===== config.mk =====
export PLATFORM = sky130hd
export DESIGN_NAME = lcd_scroll_ctrl
export DESIGN_NICKNAME = d
export VERILOG_FILES = /design/src/rtl/lcd_scroll_ctrl.sv
export SDC_FILE = /design/constraint.sdc
export NUM_CORES = 1
export LEC_CHECK = 0
export ABC_AREA = 1
export ABC_CLOCK_PERIOD_IN_PS = 1900
export CAP_MARGIN = 10
export CORE_ASPECT_RATIO = 1.2
export CORE_MARGIN = 4
export CORE_UTILIZATION = 45
export CTS_BUF_LIST = sky130_fd_sc_hd__clkbuf_8
export CTS_CLUSTER_DIAMETER = 120
export DETAILED_ROUTE_END_ITERATION = 7
export PLACE_DENSITY = 0.74
export SYNTH_ARGS = -nofsm -noshare
export SYNTH_HDL_FRONTEND = slang
export SYNTH_SLANG_ARGS = --single-unit

===== constraint.sdc =====
create_clock -name clk -period 1.9 [get_ports clk]
set_clock_uncertainty 0.2 [all_clocks]
set_input_delay 0.19 -clock clk [delete_from_list [all_inputs] [get_ports clk]]
set_output_delay 0.19 -clock clk [all_outputs]
set_load 0.01 [all_outputs]

===== src/rtl/lcd_scroll_ctrl.sv =====
// Scrolls a 16-character window of a message buffer across LCD line 1.
// A host write port shares the display write path and always wins.
`timescale 1ns/1ps
module lcd_scroll_ctrl #(
    parameter int MSG_DEPTH    = 64,
    parameter int SCROLL_TICKS = 12_500_000
) (
    input  logic       clk,
    input  logic       rst_n,
    input  logic       enable,
    input  logic       msg_we,
    input  logic [5:0] msg_addr,
    input  logic [7:0] msg_din,
    input  logic [6:0] msg_len,
    input  logic       host_we,
    input  logic [4:0] host_addr,
    input  logic [7:0] host_din,
    output logic       lcd_w,
    output logic [4:0] lcd_wadd,
    output logic [7:0] lcd_din,
    output logic [5:0] offset,
    output logic       frame_done,
    output logic       busy
);
    // state | meaning
    // IDLE  | scrolling off, tick counter held at zero
    // WAIT  | counting down to the next frame start
    // RD    | buffer read of the current window character
    // WR    | display write of that character (stalls on host_we)
    typedef enum logic [1:0] {IDLE, WAIT, RD, WR} state_t;

    localparam int              CW      = $clog2(SCROLL_TICKS + 1);
    localparam logic [CW-1:0]   RELOAD  = CW'(SCROLL_TICKS - 1);
    localparam logic [6:0]      MAX_LEN = 7'(MSG_DEPTH);

    state_t        state, state_nxt;
    logic [CW-1:0] cnt, cnt_nxt;
    logic [6:0]    len, len_nxt;
    logic [5:0]    offset_nxt;
    logic [5:0]    ptr, ptr_nxt;
    logic [3:0]    col, col_nxt;
    logic          lcd_w_nxt;
    logic [4:0]    lcd_wadd_nxt;
    logic [7:0]    lcd_din_nxt;
    logic          frame_done_nxt;
    logic [6:0]    len_in, ptr_inc, off_inc;

    logic [7:0]    mem [MSG_DEPTH];
    logic [7:0]    rd_data;

    // Buffer contents are deliberately not reset; reads see live contents.
    always_ff @(posedge clk) begin
        if (msg_we)
            mem[msg_addr] <= msg_din;
        if (state == RD)
            rd_data <= mem[ptr];
    end

    always_ff @(posedge clk or negedge rst_n) begin
        if (!rst_n) begin
            state      <= IDLE;
            cnt        <= '0;
            len        <= '0;
            offset     <= '0;
            ptr        <= '0;
            col        <= '0;
            lcd_w      <= 1'b0;
            lcd_wadd   <= '0;
            lcd_din    <= '0;
            frame_done <= 1'b0;
        end else begin
            state      <= state_nxt;
            cnt        <= cnt_nxt;
            len        <= len_nxt;
            offset     <= offset_nxt;
            ptr        <= ptr_nxt;
            col        <= col_nxt;
            lcd_w      <= lcd_w_nxt;
            lcd_wadd   <= lcd_wadd_nxt;
            lcd_din    <= lcd_din_nxt;
            frame_done <= frame_done_nxt;
        end
    end

    always_comb begin
        state_nxt      = state;
        cnt_nxt        = cnt;
        len_nxt        = len;
        offset_nxt     = offset;
        ptr_nxt        = ptr;
        col_nxt        = col;
        lcd_w_nxt      = 1'b0;
        lcd_wadd_nxt   = lcd_wadd;
        lcd_din_nxt    = lcd_din;
        frame_done_nxt = 1'b0;
        len_in         = (msg_len > MAX_LEN) ? MAX_LEN : msg_len;
        ptr_inc        = {1'b0, ptr} + 7'd1;
        off_inc        = {1'b0, offset} + 7'd1;

        if (host_we) begin
            lcd_w_nxt    = 1'b1;
            lcd_wadd_nxt = host_addr;
            lcd_din_nxt  = host_din;
        end

        // Counter saturates at zero so an overrun frame restarts at once.
        if (state != IDLE && cnt != '0)
            cnt_nxt = cnt - CW'(1);

        if (!enable) begin
            state_nxt = IDLE;
            cnt_nxt   = '0;
        end else begin
            case (state)
                IDLE: begin
                    cnt_nxt   = '0;
                    state_nxt = WAIT;
                end
                WAIT: begin
                    if (cnt == '0) begin
                        len_nxt = len_in;
                        cnt_nxt = RELOAD;
                        if (len_in != 7'd0) begin
                            if ({1'b0, offset} >= len_in) begin
                                offset_nxt = '0;
                                ptr_nxt    = '0;
                            end else begin
                                ptr_nxt = offset;
                            end
                            col_nxt   = '0;
                            state_nxt = RD;
                        end
                    end
                end
                RD: state_nxt = WR;
                WR: begin
                    if (!host_we) begin
                        lcd_w_nxt    = 1'b1;
                        lcd_wadd_nxt = {1'b0, col};
                        lcd_din_nxt  = rd_data;
                        ptr_nxt      = (ptr_inc == len) ? 6'd0 : ptr_inc[5:0];
                        if (col == 4'd15) begin
                            offset_nxt     = (off_inc == len) ? 6'd0 : off_inc[5:0];
                            frame_done_nxt = 1'b1;
                            state_nxt      = WAIT;
                        end else begin
                            col_nxt   = col + 4'd1;
                            state_nxt = RD;
                        end
                    end
                end
                default: state_nxt = IDLE;
            endcase
        end
    end

    assign busy = (state == RD) || (state == WR);

endmodule


==> run_results.csv, run 1 <==
group,metric,value,unit
status,status,"complete, but fails checks",
status,violations,"setup timing",
drt,wl_per_cell,20.00,um
die,io_pins,61,
yosys,synth_edf_count,520,
grt,grt_max_degree,65,
drt,ant_nets,0,
clock_tree,worstSkewPairLatency,690,ps
worst_setup_path,endpoint_kind,"register",
yosys,yosysSeqAreaShare,68.17,%
clock_tree,cts_tree,"built",
sta,slew_viol_final,0,
sta,tightest_slew,827.3,ps
flow_run,cap_violations,0,
yosys,netlist_area,0.02526,mm2
sta,setup_violations,27,
layout,drive_gt1_share,22.35,%
worst_setup_path,critPathRequiredTime,2150,ps
worst_setup_path,critPathArrivalTime,2520,ps
sta,fmax,440.8,MHz
clock_tree,numCtsBuffers,89,
drt,drcViolationCount,0,
yosys,synthTopCellsByArea,"edfxtp_1, nand2_1, dfrtp_1",
yosys,synth_cell_types,39,
sta,finalSetupTns,-4405,ps
yosys,synth_nets,2405,
sta,hold_violations,0,
drt,vias,19390,
layout,syn2layout_area_growth,26.18,%
sta,fin_crit_sh,119.4,%
clock_tree,clkTransAtPathRegs,60,ps
drt,wirelength,70330,um
die,design.core.area,0.05516,mm2
layout,fin_nets,2771,
die,die_area,0.06000,mm2
power,peakVddDrop,0.001370,V
die,fp.dieH,267.5,um
sta,finalCriticalPeriod,2269,ps
layout,final_cell_count_no_fill,3517,
placement,place.gp.congestion,0.9280,
sta,rsz0062_at_grt,"yes",
power,p_leak,12.45,nW
drt,drt_pass1_iterations,6,
grt,grt_pass1_wl,107800,um
sta,setup_slack,-368.6,ps
grt,grt_pass1_vias,19690,
grt,grt.total_usage,23.01,%
grt,overflow,0,
worst_setup_path,startpoint_type,"register",
yosys,ys_ff_latch,584,
yosys,ys_warn_count,0,
drt,drtIter0Drc,1798,
placement,dpl.hpwl,43270,um
clock_tree,cts_sinks,584,
placement,placedCellCount,3300,
yosys,postSynthCellCount,2355,
drt,viasPerCell,5.513,
power,power_density,1456,mW/mm2
grt,antenna_found_initial,1,
yosys,yosys.area.top_type,"edfxtp_1",
placement,place_area,0.02870,mm2
worst_setup_path,worstSetupPathType,"register to register",
layout,stdcell_area,0.03187,mm2
layout,fillers,4313,
worst_setup_path,path_max_fanout,21,
clock_tree,cts_buffer_depth,3,
die,start_util,45.79,%
yosys,async_flop_share,10.96,%
sta,timing.slew.headroom,44.66,%
yosys,syn_area_per_cell,10.72,um2
placement,buffer_ports.inserted,60,
die,std_cell_rows,94,
clock_tree,h-tree-depth,3,
clock_tree,root_buffer,"clkbuf_8",
min_path,hold_path_class,"input port to register",
yosys,synth_ff_type,"edfxtp_1",
die,die_w,224.3,um
yosys,yosysTopAreaCellShare,61.83,%
[critical path: stages (launching register included)]
cell and delay (ps):
dfrtp_4 490, buf_12 170, buf_12 170, buf_12 150, nand2_1 70, a21boi_1 210
o211ai_1 170, nand3_2 160, nand2_1 90, nand2_1 60, nand2_1 50
[per-layer routing]
metal | vias up | global-route usage (%) | wire length (um)
met4 | 0 | 10.86 | 3071
li1 | 8947 | - | -
met2 | 882 | 40.06 | 35360
met3 | 193 | 3.815 | 5415
met5 | - | 0 | 0
met1 | 9366 | 28.12 | 26490
[cell usage after synthesis, types with 3 or more instances]
master / n
clkbuf_1: 44
inv_2: 3
xnor2_1: 6
a21boi_0: 15
nand4_1: 25
xor2_1: 12
o211ai_1: 10
a21oi_1: 140
buf_1: 4
nor2_2: 8
dfrtp_1: 64
ha_1: 11
nor3_1: 20
nand2_1: 588
buf_4: 10
inv_1: 99
nand3_1: 94
nor2_1: 317
o22ai_1: 56
o21ai_1: 23
buf_2: 54
a21oi_2: 3
nor4_1: 11
edfxtp_1: 520
buf_6: 11
o21ai_0: 189
[power breakdown]
| group | internal (mW) | switching (mW) |
|---|---|---|
| clock network | 5.38 | 4.95 |
| registers | 14.6 | 0.437 |
| logic | 8.27 | 12.8 |
[logic make-up (layout without fill, tap and decap cells)]
| logic type | count (synthesis) | in the layout | synth area share [%] |
|---|---|---|---|
| AOI/OAI and AO/OA | 439 | 439 | 9.308 |
| adders and majority gates | 11 | 11 | 0.5449 |
| DFF | 584 | 584 | 68.17 |
| other | 0 | 1 | 0 |
| xor gates and xnor gates | 18 | 18 | 0.6242 |
| and+or+nand+nor | 1074 | 1074 | 17.19 |
| buffers and inverters | 229 | 670 | 4.166 |
[registers in the layout, indices dropped and copies added, names as in the netlist]
name and cells:
mem 512, offset 6, rd_data 8, frame_done 1, state 2, ptr 6, lcd_din 8, col 4
lcd_w 1, cnt 24, lcd_wadd 5, len 7
[layout make-up]
cell class | count | area, um2 | share of cell area [%]
Sequential cell | 584 | 17220 | 54.05
Tap cell | 720 | 900.9 | 2.827
Multi-Input combinational cell | 1542 | 7670 | 24.07
Clock buffer | 95 | 1308 | 4.103
Antenna cell | 1 | 2.502 | 0.007852
Timing Repair Buffer | 399 | 3865 | 12.13
Timing Repair inverter | 1 | 16.27 | 0.05104
Inverter | 104 | 411.6 | 1.292
Clock inverter | 71 | 470.5 | 1.476
[through the flow]
step	power [mW]	util, %	hold WS, ps	setup slack, ps
detailed placement	32.58	52.04	-27.57	-689.9
CTS	44.95	56.97	82.79	-297.6
global route	48.86	57.77	143.0	-412.6
global placement	32.17	52.04	-40.44	-662.0
floorplan	25.55	-	-305.6	-256.1
finish	46.39	57.77	132.7	-368.6
[path summary, 6_finish.rpt]
check,from,end,slack [ps],depth (start not counted)
worst min register to register,len[6]$_DFFE_PN0P_,len[6]$_DFFE_PN0P_,310,2
worst min-delay path,host_we,lcd_din[7]$_DFF_PN0_,130,4
worst max-delay path,ptr[0]$_DFFE_PN0P_,rd_data[0]$_DFFE_PP_,-370,10
min in group asynchronous,rst_n,len[5]$_DFFE_PN0P_,430,4
max in group asynchronous,rst_n,ptr[0]$_DFFE_PN0P_,420,3
worst max register to register,ptr[0]$_DFFE_PN0P_,rd_data[0]$_DFFE_PP_,-370,10
[repair_timing]
action	CTS	global route
resized for setup	155	157
hold endpoints to repair	590	0
setup buffers	17	4
pin swaps	38	78
endpoints found under the setup margin	68	53
hold buffers	25	0
cloned	9	0
[layout by cell type, fill, tap and decap left out, drive strengths merged]
| cell | instances |
|---|---|
| or2 | 2 |
| dlygate4sd3 | 25 |
| edfxtp | 520 |
| nand3 | 96 |
| dfrtp | 64 |
| o311ai | 1 |
| clkdlybuf4s15 | 2 |
| nand2 | 591 |
| bufinv | 5 |
| ha | 11 |
| nor3 | 20 |
| bufbuf | 3 |
| inv | 134 |
| clkbuf | 95 |
| dlygate4sd2 | 15 |
| clkinv | 36 |
| o22ai | 56 |
| clkdlybuf4s50 | 29 |
| xnor2 | 6 |
| buf | 325 |
| nor4 | 11 |
| a21oi | 143 |
| o211ai | 10 |
| o21ai | 212 |
| clkinvlp | 1 |
| nand4 | 26 |
| o32ai | 1 |
| nand3b | 1 |
| xor2 | 12 |
| nor2 | 327 |
| a21boi | 16 |
| diode | 1 |
No activity file was read; power rests on OpenSTA's default activity.
==> run 2, diff against run 1 <==
--- a/config.mk
+++ b/config.mk
@@ -18,3 +18,4 @@
 export SYNTH_ARGS = -nofsm -noshare
 export SYNTH_HDL_FRONTEND = slang
 export SYNTH_SLANG_ARGS = --single-unit
+export TNS_END_PERCENT = 30
==> run 2 against run 1 <==
Against the previous run: the run still ends with setup timing left; critical path type unchanged; sequential share of layout area rose by 0.56 points; flip-flop and latch count did not move; critical path depth did not move; die area did not move; fmax fell by 0.28%; global-route usage fell by 0.17 points; power fell by 2.2%; register-to-register slack barely moved; cell count fell by 0.26%; critical endpoint is now rd_data[6]$_DFFE_PP_.
==> run_results.csv, run 2 (synthesis gave the netlist of run 1 again) <==
group,metric,value,unit
sta,fin_crit_sh,119.7,%
worst_setup_path,startpoint_type,"register",
layout,fin_nets,2762,
drt,viasPerCell,5.505,
clock_tree,numCtsBuffers,89,
drt,vias,19310,
worst_setup_path,path_max_fanout,21,
worst_setup_path,r2r-end,"rd_data[6]$_DFFE_PP_",
power,p_leak,12.38,nW
layout,stdcell_area,0.03154,mm2
drt,drt_pass1_iterations,8,
clock_tree,h-tree-depth,3,
drt,wirelength,69650,um
power,seq_power_share,33.1,%
min_path,hold_start,"msg_len[6]",
sta,rsz0062_at_grt,"yes",
sta,fmax,439.6,MHz
layout,syn2layout_area_growth,24.88,%
placement,buffer_ports.inserted,60,
die,io_pins,61,
clock_tree,clkTransAtPathRegs,60,ps
layout,drive_gt1_share,20.67,%
clock_tree,worstSkewPairLatency,690,ps
min_path,hold_path_class,"input port to register",
power,peakVddDrop,0.001350,V
die,die_area,0.06000,mm2
layout,top_regs,"mem x512, cnt x24",
power,clock_power_share,22.8,%
sta,setup_violations,27,
power,power_density,1438,mW/mm2
sta,tightest_slew,829.2,ps
worst_setup_path,r2r_cells,10,
worst_setup_path,reg2reg_from,"ptr[0]$_DFFE_PN0P_",
die,start_util,45.79,%
layout,final_common_cell,"nand2_1",
grt,grt_pass1_vias,19540,
layout,regMostFlops,"mem",
layout,largest_register_ffs,512,
worst_setup_path,endpoint_kind,"register",
min_path,whs_endpoint,"len[6]$_DFFE_PN0P_",
drt,drcViolationCount,0,
grt,grt_pass1_wl,107100,um
status,violations,"setup timing",
sta,timing.slew.headroom,44.54,%
power,comb_power_share,44.1,%
power,p_sw_share,38.73,%
die,std_cell_rows,94,
grt,grt_max_degree,65,
die,design.core.area,0.05516,mm2
clock_tree,root_buffer,"clkbuf_8",
power,p_switching,17.57,mW
sta,slew_viol_final,0,
status,status,"complete, but fails checks",
placement,dpl.hpwl,43270,um
power,power.internal,27.80,mW
clock_tree,cts_tree,"built",
sta,finalCriticalPeriod,2275,ps
layout,final_cell_mix,"nand2_1, edfxtp_1, nor2_1",
grt,overflow,0,
layout,fin_util,57.18,%
placement,placedCellCount,3300,
flow_run,cap_violations,0,
drt,drtIter0Drc,1895,
power,power,45.37,mW
grt,antenna_found_initial,1,
die,fp.dieH,267.5,um
clock_tree,cts_sinks,584,
drt,wl_per_cell,19.85,um
sta,setup_slack,-374.9,ps
worst_setup_path,rrSetupSlack,-370,ps
min_path,worstHoldPathCells,4,
grt,grt.total_usage,22.84,%
layout,final_cell_count_no_fill,3508,
drt,ant_nets,0,
placement,place_area,0.02870,mm2
clock_tree,cts_buffer_depth,3,
worst_setup_path,critPathRequiredTime,2270,ps
worst_setup_path,critPathArrivalTime,2650,ps
sta,hold_ws,139.9,ps
sta,hold_violations,0,
die,die_w,224.3,um
placement,place.gp.congestion,0.9280,
worst_setup_path,worstSetupPathType,"register to register",
-- run 2: cell count changes in the layout (fill, tap and decap cells not counted), sizes merged --
cell | previous run | this run
dlygate4sd2 | 15 | 16
buf | 325 | 316
clkdlybuf4s15 | 2 | 1
-- run 2: worst max-delay path, cell delays in order, from the launching register on --
cell      delay, ps
dfrtp_4         430
buf_12          180
buf_12          190
buf_4           140
nand2_1          50
a21boi_1        120
o211ai_1        370
nand3_2         200
nand2_1         140
nand2_1          60
nand2_1          60
-- run 2: what timing repair did --
| item | in CTS | in global routing |
|---|---|---|
| cloned | 8 | 0 |
| setup endpoints to repair | 68 | 55 |
| hold buffers | 25 | 0 |
| endpoints found under the hold margin | 590 | 0 |
| pin swaps | 21 | 49 |
| resized for setup | 115 | 125 |
| setup buffers | 9 | 1 |
-- run 2: power by group through the flow --
| stage | Sequential (mW) | Combinational, mW | Clock (mW) |
|---|---|---|---|
| after global routing | 15.1 | 21.6 | 11.1 |
| after global placement | 15.3 | 16.9 | 0 |
| after detailed placement | 15.3 | 17.3 | 0 |
| after floorplan | 15.2 | 10.3 | 0 |
| after CTS | 15.0 | 18.9 | 10.5 |
| final | 15.0 | 20.0 | 10.3 |
-- run 2: per-layer routing --
metal  vias up  track usage, %  routed length (um)
li1       8918               -                   -
met1      9211           28.03               25890
met2       973           39.62               34510
met3       211           3.837                6026
met4         0           10.78                3221
met5         -               0                   0
-- run 2: through the flow --
step	setup TNS (ps)	worst slack [ps]
2_1_floorplan	-16390	-256.1
3_3_place_gp	-98440	-662.0
3_5_place_dp	-112020	-689.9
4_1_cts	-4590	-297.6
5_1_grt	-7332	-420.2
6_report	-4313	-374.9
-- run 2: final cells by class --
| cell class | count | area [um2] |
|---|---|---|
| tap | 720 | 900.9 |
| fill | 4356 | 23620 |
| antenna | 1 | 2.502 |
| timing repair inverter | 1 | 16.27 |
| clock inverter | 71 | 470.5 |
| multi-input combinational | 1542 | 7442 |
| sequential | 584 | 17220 |
| inverter | 104 | 406.6 |
| clock buffer | 95 | 1308 |
| timing repair buffer | 390 | 3771 |
-- run 2: worst max path at each step --
stage | startpoint | to | slack [ps] | cells past startpoint
2_1_floorplan | msg_we | mem[48][0]$_DFFE_PP_ | -260 | 3
3_3_place_gp | msg_len[4] | offset[2]$_DFFE_PN0P_ | -660 | 13
3_5_place_dp | msg_len[2] | ptr[4]$_DFFE_PN0P_ | -690 | 13
4_1_cts | ptr[0]$_DFFE_PN0P_ | rd_data[7]$_DFFE_PP_ | -300 | 12
5_1_grt | ptr[0]$_DFFE_PN0P_ | rd_data[1]$_DFFE_PP_ | -420 | 11
6_report | ptr[0]$_DFFE_PN0P_ | rd_data[6]$_DFFE_PP_ | -370 | 10
==> run 3, diff against run 2 <==
--- a/config.mk
+++ b/config.mk
@@ -15,6 +15,8 @@
 export CTS_CLUSTER_DIAMETER = 120
 export DETAILED_ROUTE_END_ITERATION = 7
 export PLACE_DENSITY = 0.74
+export SETUP_SLACK_MARGIN = 0.3
+export SLEW_MARGIN = 20
 export SYNTH_ARGS = -nofsm -noshare
 export SYNTH_HDL_FRONTEND = slang
 export SYNTH_SLANG_ARGS = --single-unit
==> run 3 against run 2 <==
Against the previous run: the flow still finishes with violations (setup timing); routed wire length grew 0.25%; sequential share of layout area shrank 1.2 points; power grew 4.9%; core utilization grew 1.3 points; die area is the same; non-clock buffer count shrank 17; via count grew 0.30%; critical path depth grew 3; fmax shrank 0.74%; combinational power grew 9%; largest cell class unchanged; largest power group unchanged.
==> run_results.csv, run 3 (synthesis gave the netlist of run 1 again) <==
group,metric,value,unit
layout,syn2layout_area_growth,27.64,%
die,std_cell_rows,94,
layout,final_common_cell,"nand2_1",
layout,final_cell_mix,"nand2_1, edfxtp_1, nor2_1",
sta,fin_crit_sh,120.6,%
sta,tightest_slew,499.6,ps
clock_tree,worstSkewPairLatency,690,ps
flow_run,cap_violations,0,
worst_setup_path,reg2reg_from,"ptr[0]$_DFFE_PN0P_",
status,status,"complete, but fails checks",
worst_setup_path,r2r-end,"rd_data[6]$_DFFE_PP_",
sta,rsz0062_at_grt,"yes",
die,die_area,0.06000,mm2
clock_tree,cts_sinks,584,
clock_tree,clkTransAtPathRegs,60,ps
power,power,47.61,mW
power,peakVddDrop,0.001006,V
worst_setup_path,endpoint_kind,"register",
die,design.core.area,0.05516,mm2
worst_setup_path,critPathSlowestCell,"dfrtp_4",
grt,grt_max_degree,81,
drt,drtIter0Drc,2096,
sta,setup_slack,-391.8,ps
grt,grt_pass1_vias,18920,
sta,finalSetupTns,-7614,ps
drt,wirelength,69820,um
die,start_util,45.79,%
drt,wl_per_cell,19.97,um
power,power_density,1477,mW/mm2
worst_setup_path,critPathRequiredTime,2240,ps
layout,fin_nets,2751,
placement,place_area,0.02867,mm2
worst_setup_path,crit_end,"rd_data[6]$_DFFE_PP_",
power,p_leak,12.47,nW
worst_setup_path,worstSetupPathType,"register to register",
placement,buffer_ports.inserted,60,
layout,drive_gt1_share,25.11,%
grt,grt_pass1_wl,104100,um
clock_tree,numCtsBuffers,91,
drt,vias,19370,
drt,ant_nets,0,
clock_tree,root_buffer,"clkbuf_8",
drt,drt_pass1_iterations,6,
clock_tree,cts_buffer_depth,3,
placement,place.gp.congestion,0.9474,
worst_setup_path,startpoint_type,"register",
sta,setup_violations,50,
min_path,hold_path_class,"input port to register",
layout,regMostFlops,"mem",
die,fp.dieH,267.5,um
sta,slew_viol_final,0,
grt,grt.total_usage,22.06,%
layout,top_regs,"mem x512, cnt x24",
grt,overflow,0,
worst_setup_path,path_max_fanout,8,
grt,antenna_found_initial,1,
worst_setup_path,r2r_cells,13,
layout,largest_register_ffs,512,
placement,dpl.hpwl,41200,um
worst_setup_path,critPathArrivalTime,2640,ps
status,violations,"setup timing",
worst_setup_path,crit_chain,"buf_12, clkinv_16, buf_16, buf_16, buf_4, nand2_1, a21oi_2, nor2_1, nand2_1, nand3_2, nand2_2, nand2_1, nand2_1",
sta,finalCriticalPeriod,2292,ps
drt,drcViolationCount,0,
die,die_w,224.3,um
clock_tree,h-tree-depth,3,
worst_setup_path,worst_path_most_repeated_cell,"nand2_1",
worst_setup_path,slowest_delay,500,ps
sta,timing.slew.headroom,66.69,%
drt,viasPerCell,5.539,
sta,hold_violations,0,
worst_setup_path,cp-startpoint,"ptr[0]$_DFFE_PN0P_",
layout,fillers,4201,
layout,stdcell_area,0.03224,mm2
sta,fmax,436.3,MHz
die,io_pins,61,
worst_setup_path,rrSetupSlack,-390,ps
clock_tree,cts_tree,"built",
==> run 3: where the power goes <==
part	switching [mW]	total [mW]	internal, mW
combinational	13.2	21.8	8.66
sequential	0.496	15.1	14.6
clock	4.92	10.7	5.77
total	18.6	47.6	29.0
==> run 3: repair_timing <==
item	CTS	global route
endpoints found under the hold margin	580	0
buffers inserted	21	13
pin swaps	28	96
hold buffers	24	0
resized for setup	195	173
gates cloned	8	7
setup endpoints to repair	121	129
==> run 3: cell type report <==
cell class | count | area, um2 | area share [%]
timing repair inverter | 4 | 55.05 | 0.1708
inverter | 104 | 449.2 | 1.393
clock buffer | 92 | 1266 | 3.928
timing repair buffer | 373 | 3740 | 11.60
sequential | 584 | 17230 | 53.44
multi-input combinational | 1543 | 8029 | 24.91
antenna | 1 | 2.502 | 0.007762
clock inverter | 76 | 568.0 | 1.762
tap | 720 | 900.9 | 2.794
==> run 3: critical path, delay by kind of cell, from the launching register on <==
kind | cells | cell delay [ps]
and+or+nand+nor | 7 | 590
DFF | 1 | 500
AOI/OAI and AO/OA | 1 | 150
buffers and inverters | 5 | 700
==> run 3: stage by stage <==
stage | utilization [%] | std cells | setup slack (ps) | hold WS, ps
after global routing | 58.44 | 3497 | -473.9 | 156.1
after floorplan | - | 2355 | -43.39 | -305.6
after CTS | 56.99 | 3476 | -335.5 | 85.33
after global placement | 51.98 | 3255 | -613.2 | 31.20
after detailed placement | 51.98 | 3255 | -700.6 | 35.57
final | 58.44 | 3497 | -391.8 | 144.6
==> run 3: worst min path at each step <==
stage / start / to / slack (ps) / cells past startpoint
floorplan: rst_n / cnt[0]$_DFF_PN0_ / -310 / 0
global placement: rst_n / len[1]$_DFFE_PN0P_ / 30 / 2
detailed placement: rst_n / len[0]$_DFFE_PN0P_ / 40 / 2
CTS: host_we / lcd_wadd[4]$_DFF_PN0_ / 90 / 4
global route: host_we / lcd_wadd[4]$_DFF_PN0_ / 160 / 4
finish: host_we / lcd_wadd[4]$_DFF_PN0_ / 140 / 4
==> run 3: routing by layer <==
layer  global-route usage, %  routed length, um  vias up
li1                        -                  -     8886
met1                   27.22              26040     9363
met2                   38.44              34810      920
met3                   3.585               5713      201
met4                   9.887               3255        0
met5                       0                  0        -
